## config.mk

```make
export PLATFORM = sky130hd
export DESIGN_NAME = seg7_to_hex
export DESIGN_NICKNAME = d
export VERILOG_FILES = /design/src/rtl/seg7_to_hex.sv
export SDC_FILE = /design/constraint.sdc
export NUM_CORES = 1
export LEC_CHECK = 0
export CORE_MARGIN = 5
export CORE_UTILIZATION = 55
export DETAILED_ROUTE_END_ITERATION = 8
export PLACE_DENSITY = 0.86
export REMOVE_ABC_BUFFERS = 1
export SKIP_CTS_REPAIR_TIMING = 1
export SLEW_MARGIN = 20
export SYNTH_ARGS = -nofsm -noshare
export SYNTH_HDL_FRONTEND = slang
export SYNTH_SLANG_ARGS = --single-unit
```

## constraint.sdc

```tcl
create_clock -name clk -period 4.9 [get_ports clk]
set_clock_uncertainty 0.15 [all_clocks]
set_input_delay 1.225 -clock clk [delete_from_list [all_inputs] [get_ports clk]]
set_output_delay 1.225 -clock clk [all_outputs]
set_load 0.1 [all_outputs]
```

## src/rtl/seg7_to_hex.sv

```systemverilog
// Seven-segment pattern to hex nibble decoder with input stability filtering,
// a valid/ready output holding register, and illegal-pattern error reporting.
module seg7_to_hex #(
    parameter int unsigned Common_Anode_Cathode = 0,
    parameter int unsigned STABLE_CYCLES        = 4
) (
    input  logic       clk,
    input  logic       rst,
    input  logic [6:0] seg_in,
    output logic [3:0] hex_out,
    output logic       hex_valid,
    input  logic       hex_ready,
    output logic       pat_err,
    output logic       ovf,
    output logic [7:0] err_count
);

    localparam int unsigned SEG_W = 7;
    localparam int unsigned HEX_W = 4;
    localparam int unsigned CNT_W = 8;
    localparam int unsigned ERR_W = 8;

    localparam logic [CNT_W-1:0] CNT_MAX = CNT_W'(STABLE_CYCLES);
    localparam logic [CNT_W-1:0] ACC_LVL = CNT_W'(STABLE_CYCLES - 1);
    localparam logic [ERR_W-1:0] ERR_MAX = {ERR_W{1'b1}};

    typedef enum logic {
        ST_IDLE = 1'b0,
        ST_HOLD = 1'b1
    } state_e;

    state_e             state_q, state_d;
    logic [SEG_W-1:0]   sample_q, sample_d;
    logic [SEG_W-1:0]   prev_q, prev_d;
    logic [CNT_W-1:0]   cnt_q, cnt_d;
    logic [HEX_W-1:0]   hex_q, hex_d;
    logic               pat_err_q, pat_err_d;
    logic               ovf_q, ovf_d;
    logic [ERR_W-1:0]   err_q, err_d;

    logic [SEG_W-1:0]   seg_norm_c;
    logic               changed_c;
    logic               accept_c;
    logic [HEX_W-1:0]   code_c;
    logic               legal_c;
    logic               blank_c;
    logic               load_c;
    logic               handshake_c;

    // Bring the raw pins to active-high {a..g} before anything else sees them.
    always_comb begin
        seg_norm_c = seg_in;
        if (Common_Anode_Cathode == 0) begin
            seg_norm_c = ~seg_in;
        end
    end

    // Sample pipeline and stability counter.
    always_comb begin
        sample_d  = seg_norm_c;
        prev_d    = sample_q;
        changed_c = (sample_q != prev_q);
        cnt_d     = cnt_q;
        if (changed_c) begin
            cnt_d = '0;
        end else if (cnt_q >= CNT_MAX) begin
            cnt_d = CNT_MAX;
        end else begin
            cnt_d = cnt_q + CNT_W'(1);
        end
        // With STABLE_CYCLES=1 the accept level is 0, reached on the change edge itself.
        accept_c = (cnt_d == ACC_LVL) && (changed_c || (cnt_q != ACC_LVL));
    end

    // Pattern decode of the registered sample.
    always_comb begin
        code_c  = '0;
        legal_c = 1'b1;
        blank_c = 1'b0;
        case (sample_q)
            7'b1111110: code_c = 4'h0;
            7'b0110000: code_c = 4'h1;
            7'b1101101: code_c = 4'h2;
            7'b1111001: code_c = 4'h3;
            7'b0110011: code_c = 4'h4;
            7'b1011011: code_c = 4'h5;
            7'b1011111: code_c = 4'h6;
            7'b1110000: code_c = 4'h7;
            7'b1111111: code_c = 4'h8;
            7'b1111011: code_c = 4'h9;
            7'b1110111: code_c = 4'hA;
            7'b0011111: code_c = 4'hB;
            7'b1001110: code_c = 4'hC;
            7'b0111101: code_c = 4'hD;
            7'b1001111: code_c = 4'hE;
            7'b1000111: code_c = 4'hF;
            7'b0000000: blank_c = 1'b1;
            default:    legal_c = 1'b0;
        endcase
    end

    // Output FSM, overflow and error reporting.
    always_comb begin
        state_d     = state_q;
        hex_d       = hex_q;
        pat_err_d   = 1'b0;
        ovf_d       = 1'b0;
        err_d       = err_q;
        load_c      = accept_c && legal_c && !blank_c;
        handshake_c = (state_q == ST_HOLD) && hex_ready;

        case (state_q)
            ST_IDLE: begin
                if (load_c) begin
                    hex_d   = code_c;
                    state_d = ST_HOLD;
                end
            end
            ST_HOLD: begin
                if (handshake_c) begin
                    if (load_c) begin
                        hex_d = code_c;
                    end else begin
                        state_d = ST_IDLE;
                    end
                end else if (load_c) begin
                    ovf_d = 1'b1;
                end
            end
            default: state_d = ST_IDLE;
        endcase

        if (accept_c && !legal_c) begin
            pat_err_d = 1'b1;
            if (err_q != ERR_MAX) begin
                err_d = err_q + ERR_W'(1);
            end
        end
    end

    always_ff @(posedge clk) begin
        if (rst) begin
            state_q   <= ST_IDLE;
            sample_q  <= '0;
            prev_q    <= '0;
            cnt_q     <= '0;
            hex_q     <= '0;
            pat_err_q <= 1'b0;
            ovf_q     <= 1'b0;
            err_q     <= '0;
        end else begin
            state_q   <= state_d;
            sample_q  <= sample_d;
            prev_q    <= prev_d;
            cnt_q     <= cnt_d;
            hex_q     <= hex_d;
            pat_err_q <= pat_err_d;
            ovf_q     <= ovf_d;
            err_q     <= err_d;
        end
    end

    assign hex_out   = hex_q;
    assign hex_valid = (state_q == ST_HOLD);
    assign pat_err   = pat_err_q;
    assign ovf       = ovf_q;
    assign err_count = err_q;

endmodule

```

==> Word level (Yosys, flattened, before mapping) <==
Cells that the tools add are included.
{ "word_totals": {"ff_bits": 37, "latchBits": 0, "ramBits": 0, "rom_bits": 0, "out_inout_bits": 15, "memories": 0} }
{ "classes": {"n_addsub": 2, "multipliers": 0, "div": 0, "order_cmp": 1, "eq_ne": 21, "shifts": 0, "muxes": 12, "bitwise": 2, "n_reduce_logical": 12} }
{ "op_table": {"columns": ["op", "count"], "rows": [
  ["$eq A7 B7 Y1 const B", 12],
  ["$pmux W4 S15", 1],
  ["$eq A7 B6 Y1 const B", 3],
  ["$reduce_or A17 Y1", 1],
  ["$add A8 B1 Y8 const B", 2],
  ["$mux W8", 2],
  ["$eq A8 B2 Y1 const B", 1],
  ["$ge A8 B3 Y1 const B", 1],
  ["$mux W4", 2],
  ["$ne A8 B2 Y1 const B", 1],
  ["$ne A8 B8 Y1 const B", 1],
  ["$pmux W4 S2", 1],
  ["$eq A7 B5 Y1 const B", 1],
  ["$logic_not A7 Y1", 1],
  ["$ne A7 B7 Y1", 1],
  ["$not A7 Y7", 1],
  ["$logic_and A1 B1 Y1", 5],
  ["$mux W1", 5],
  ["$reduce_or A3 Y1", 1],
  ["$logic_not A1 Y1", 2],
  ["$ne A2 B1 Y1 const B", 1],
  ["$pmux W1 S2", 1],
  ["$reduce_and A2 Y1", 1],
  ["$logic_or A1 B1 Y1", 1],
  ["$not A1 Y1", 1]
]} }

==> Longest topological paths before layout <==
{ "logic_depth": {"ltp_word": 10, "mapped_depth": 9, "ltp_nobuf": 7} }

==> Least setup slack after synthesis <==
No wires, ideal clock.
{ "synth_path": {"kind": "reg-to-output", "from": "register err_q[2], in the netlist err_count[2]", "to": "output port err_count[2]", "t_arrival_ns": 0.986, "slack_ns": 2.539, "stages_incl_launch_ff": 1, "path_cell_list": "dfxtp_1"} }
{ "synth_rtl": {"columns": ["element", "line", "source"], "rows": [
  ["from (decl)", "39", "logic [ERR_W-1:0] err_q, err_d;"],
  ["from (signal assigned)", "159", "err_q <= err_d;"],
  ["to (decl)", "15", "output logic [7:0] err_count"]
]} }
No word-level cell between the ends.

==> Worst setup path in the final report <==
{ "layout_path": {"from": "register err_q[2], in the netlist err_count[2]", "to": "output port err_count[2]"} }
No word-level cell between the ends.

==> run_results.csv <==
group,metric,value,unit
layout,finalInstanceArea,2131,um^2
layout,fin_nets,230,
timing,slew_viol_final,0,
worst_setup_path,critPathMaxStageDelay,1.17,ns
die,io_pins,25,
worst_setup_path,required,3.52,ns
logic_synthesis,yosys-top-cells-count,"37 x dfxtp_1, 14 x nor2_1, 12 x nor3_1",
layout,drive_above_1_share,10.09,%
die,core_area,3284,um^2
timing,timing.fmax,299.5,MHz
route,drc_errors,0,
flow_run,cap_violations,0,
timing,finalCritPeriodShare,68.15,%
logic_synthesis,synth_edf_count,0,
logic_synthesis,ys_ff_latch,37,
logic_synthesis,synth_cell_types,57,
logic_synthesis,yosysTopAreaCellShare,40.46,%
worst_setup_path,path_depth,1,
grt,grt_util_met3,4.992,%
layout,finalNonFillerCells,264,
pwr,total_power,589.3,uW
route,wire_per_inst,12.96,um
worst_setup_path,cp_max_fo,6,
route,drt_iter0_drc,75,
route,drt-total-wl,3421,um
timing,slew_headroom,35.02,%
layout,antenna_cells,0,
worst_setup_path,timing.rr.start,"prev_d[6]",
placement,dp.cells,256,
hold_path,hold_path_class,"flip-flop to flip-flop",
logic_synthesis,synth_ff_type,"dfxtp_1",
placement,io_buffers,24,
worst_setup_path,ff2ff_setup_slack,2.27,ns
cts,clkTransAtPathRegs,0.12,ns
worst_setup_path,crit_chain,"clkdlybuf4s50_1",
logic_synthesis,yosysTopAreaCell,"dfxtp_1",
die,die_area,4582,um^2
logic_synthesis,synth_warnings,0,
route,antenna_left,0,
worst_setup_path,cp_data_arrival_time,1.96,ns
grt,grt_pass1_vias,1313,
logic_synthesis,syn_inst,197,
die,die_h,67.69,um
timing,worst_pin_slew,0.9717,ns
grt,met2_usage,26.49,%
worst_setup_path,startpoint,"err_count[2]",
die,chipWidth,67.69,um
cts,clk_latency,0.35,ns
grt,met1_usage,19.82,%
route,dr.pass1.iters,4,
grt,antenna_found_initial,0,
grt,grt_util_all_layers,16.47,%
pwr,powerDensity,276.5,nW/um^2
grt,grt_max_degree,22,
logic_synthesis,syn_area,1831,um^2
timing,period_needed,3.339,ns
placement,gp_congestion,0.8447,
placement,dp_hpwl,2399,um
logic_synthesis,async_reset_ff_share,0,%
layout,syn_to_final_growth,16.40,%
grt,grt_pass1_wl,5685,um
cts,clk_path_buf_depth,2,
cts,cts_tree,"done",
cts,cts-root-buf,"clkbuf_4",
grt,grt.overflow.total,0,
die,start_util,55.73,%
logic_synthesis,ys_seq_area_share,40.46,%
cts,h-tree-depth,2,
logic_synthesis,synth_area_leaders,"dfxtp_1 40%, xor2_1 3.8%, nor3_1 3.3%, nor2_1 2.9%, nor2b_1 2.7%",
worst_setup_path,cp_slowest_cell,"clkdlybuf4s50_1",
timing,hold_viol,0,
die,row_count,21,
pwr,power_leakage,0.7659,nW
worst_setup_path,critPathLaunchType,"flip-flop",
timing,grt_setup_unrepaired,"no",
route,num_vias,1512,
worst_setup_path,path_delay_family,"buffers and inverters",
grt,top_usage_layer,"met2",
cts,cts.sinks,37,
placement,post_dp_cell_area,2042,um^2
placement,post-place-ws,1.853,ns
worst_setup_path,critical_path_class,"flip-flop to primary output",
timing,finalSetupTns,0,ns
pwr,ir_worst_vdd,0.1850,mV
timing,setup_viol,0,
worst_setup_path,reg2regPathDepth,6,
outcome,status,"finished, final reports clean",
route,avgViaCountPerCell,5.727,
cts,cts-buffers-inserted,5,
timing,worst_slack,1.561,ns
logic_synthesis,synth_most_common_cell,"dfxtp_1",
worst_setup_path,crit_end,"err_count[2]",
logic_synthesis,syn_avg_cell_area,9.292,um^2
worst_setup_path,critPathCaptureType,"primary output",
worst_setup_path,r2r-end,"err_count[3]",
worst_setup_path,critPathBufInv,1,
## power breakdown
group	total [mW]	internal [mW]	leakage, nW	switching (mW)
clock	0.227	0.121	0.0445	0.105
sequential	0.323	0.309	0.303	0.0146
combinational	0.0395	0.0200	0.418	0.0195
total	0.589	0.450	0.766	0.139
## flip-flops by register name (all words and copies together), names as in the netlist
register,flops
cnt_q,8
err_count,8
prev_d,7
prev_q,7
hex_out,4
hex_valid,1
ovf,1
pat_err,1
## cells in the final DEF (no fill, tap or decap), types with 2 or more instances in the layout
| master | count |
|---|---|
| nand3_1 | 9 |
| dfxtp_1 | 37 |
| clkdlybuf4s50_1 | 24 |
| nor2b_1 | 8 |
| nor2_1 | 14 |
| inv_1 | 4 |
| and3_1 | 4 |
| nor3_1 | 12 |
| or4_1 | 4 |
| and2_1 | 2 |
| nand4b_1 | 2 |
| and4_1 | 2 |
| or3b_1 | 2 |
| clkbuf_4 | 5 |
| conb_1 | 5 |
| nor4b_1 | 2 |
| a21oi_1 | 7 |
| a41oi_1 | 2 |
| a31oi_1 | 3 |
| mux2i_1 | 2 |
| nand4_1 | 5 |
| o31ai_1 | 4 |
| ha_1 | 3 |
| xor2_1 | 8 |
| o21ai_0 | 4 |
| nand2_1 | 11 |
| nand3b_1 | 2 |
## worst min-delay path by stage
stage / start / endpoint / slack, ns / cells past startpoint
6_report: hex_out[3] / hex_out[3] / 0.32 / 2
5_1_grt: hex_out[3] / hex_out[3] / 0.35 / 2
4_1_cts: hex_out[3] / hex_out[3] / 0.33 / 2
3_5_place_dp: hex_out[3] / hex_out[3] / 0.31 / 2
3_3_place_gp: hex_out[3] / hex_out[3] / 0.30 / 2
2_1_floorplan: cnt_q[0] / cnt_q[0] / 0.34 / 2
## worst reg2reg max path, cell delays in order (launching register included)
cell,delay (ns)
dfxtp_1,0.72
or3_1,0.19
a21boi_1,0.08
a2111oi_2,0.38
nand3_2,0.32
or4_1,0.59
a21oi_1,0.15
## routing by layer
metal	share of wire [%]	vias up
met3	6.5	8
met5	0	-
met4	2.2	0
met1	44	709
met2	47	42
li1	-	753
## per-stage QoR
step / hold slack [ns] / util [%]
2_1_floorplan: 0.3422 / -
3_3_place_gp: 0.2990 / 62.17
3_5_place_dp: 0.3113 / 62.17
4_1_cts: 0.3266 / 64.88
5_1_grt: 0.3512 / 64.88
6_report: 0.3228 / 64.88
## cell type report
| cell class | count | area (um^2) |
|---|---|---|
| tap | 46 | 57.56 |
| fill | 284 | 1154 |
| timing repair buffer | 25 | 247.7 |
| clock inverter | 2 | 37.54 |
| multi-input combinational | 144 | 980.9 |
| clock buffer | 6 | 51.30 |
| inverter | 4 | 15.01 |
| sequential | 37 | 740.7 |
## cell families after synthesis
logic type	count (synthesis)	synth area share [%]
DFF	37	40.46
muxes	3	1.709
and+or+nand+nor	94	32.20
AOI/OAI and AO/OA	31	12.78
adders and majority gates	3	2.051
other	1	0.2049
xor gates and xnor gates	8	3.828
buffers and inverters	20	6.766
Power figures use the tool's default switching activity.
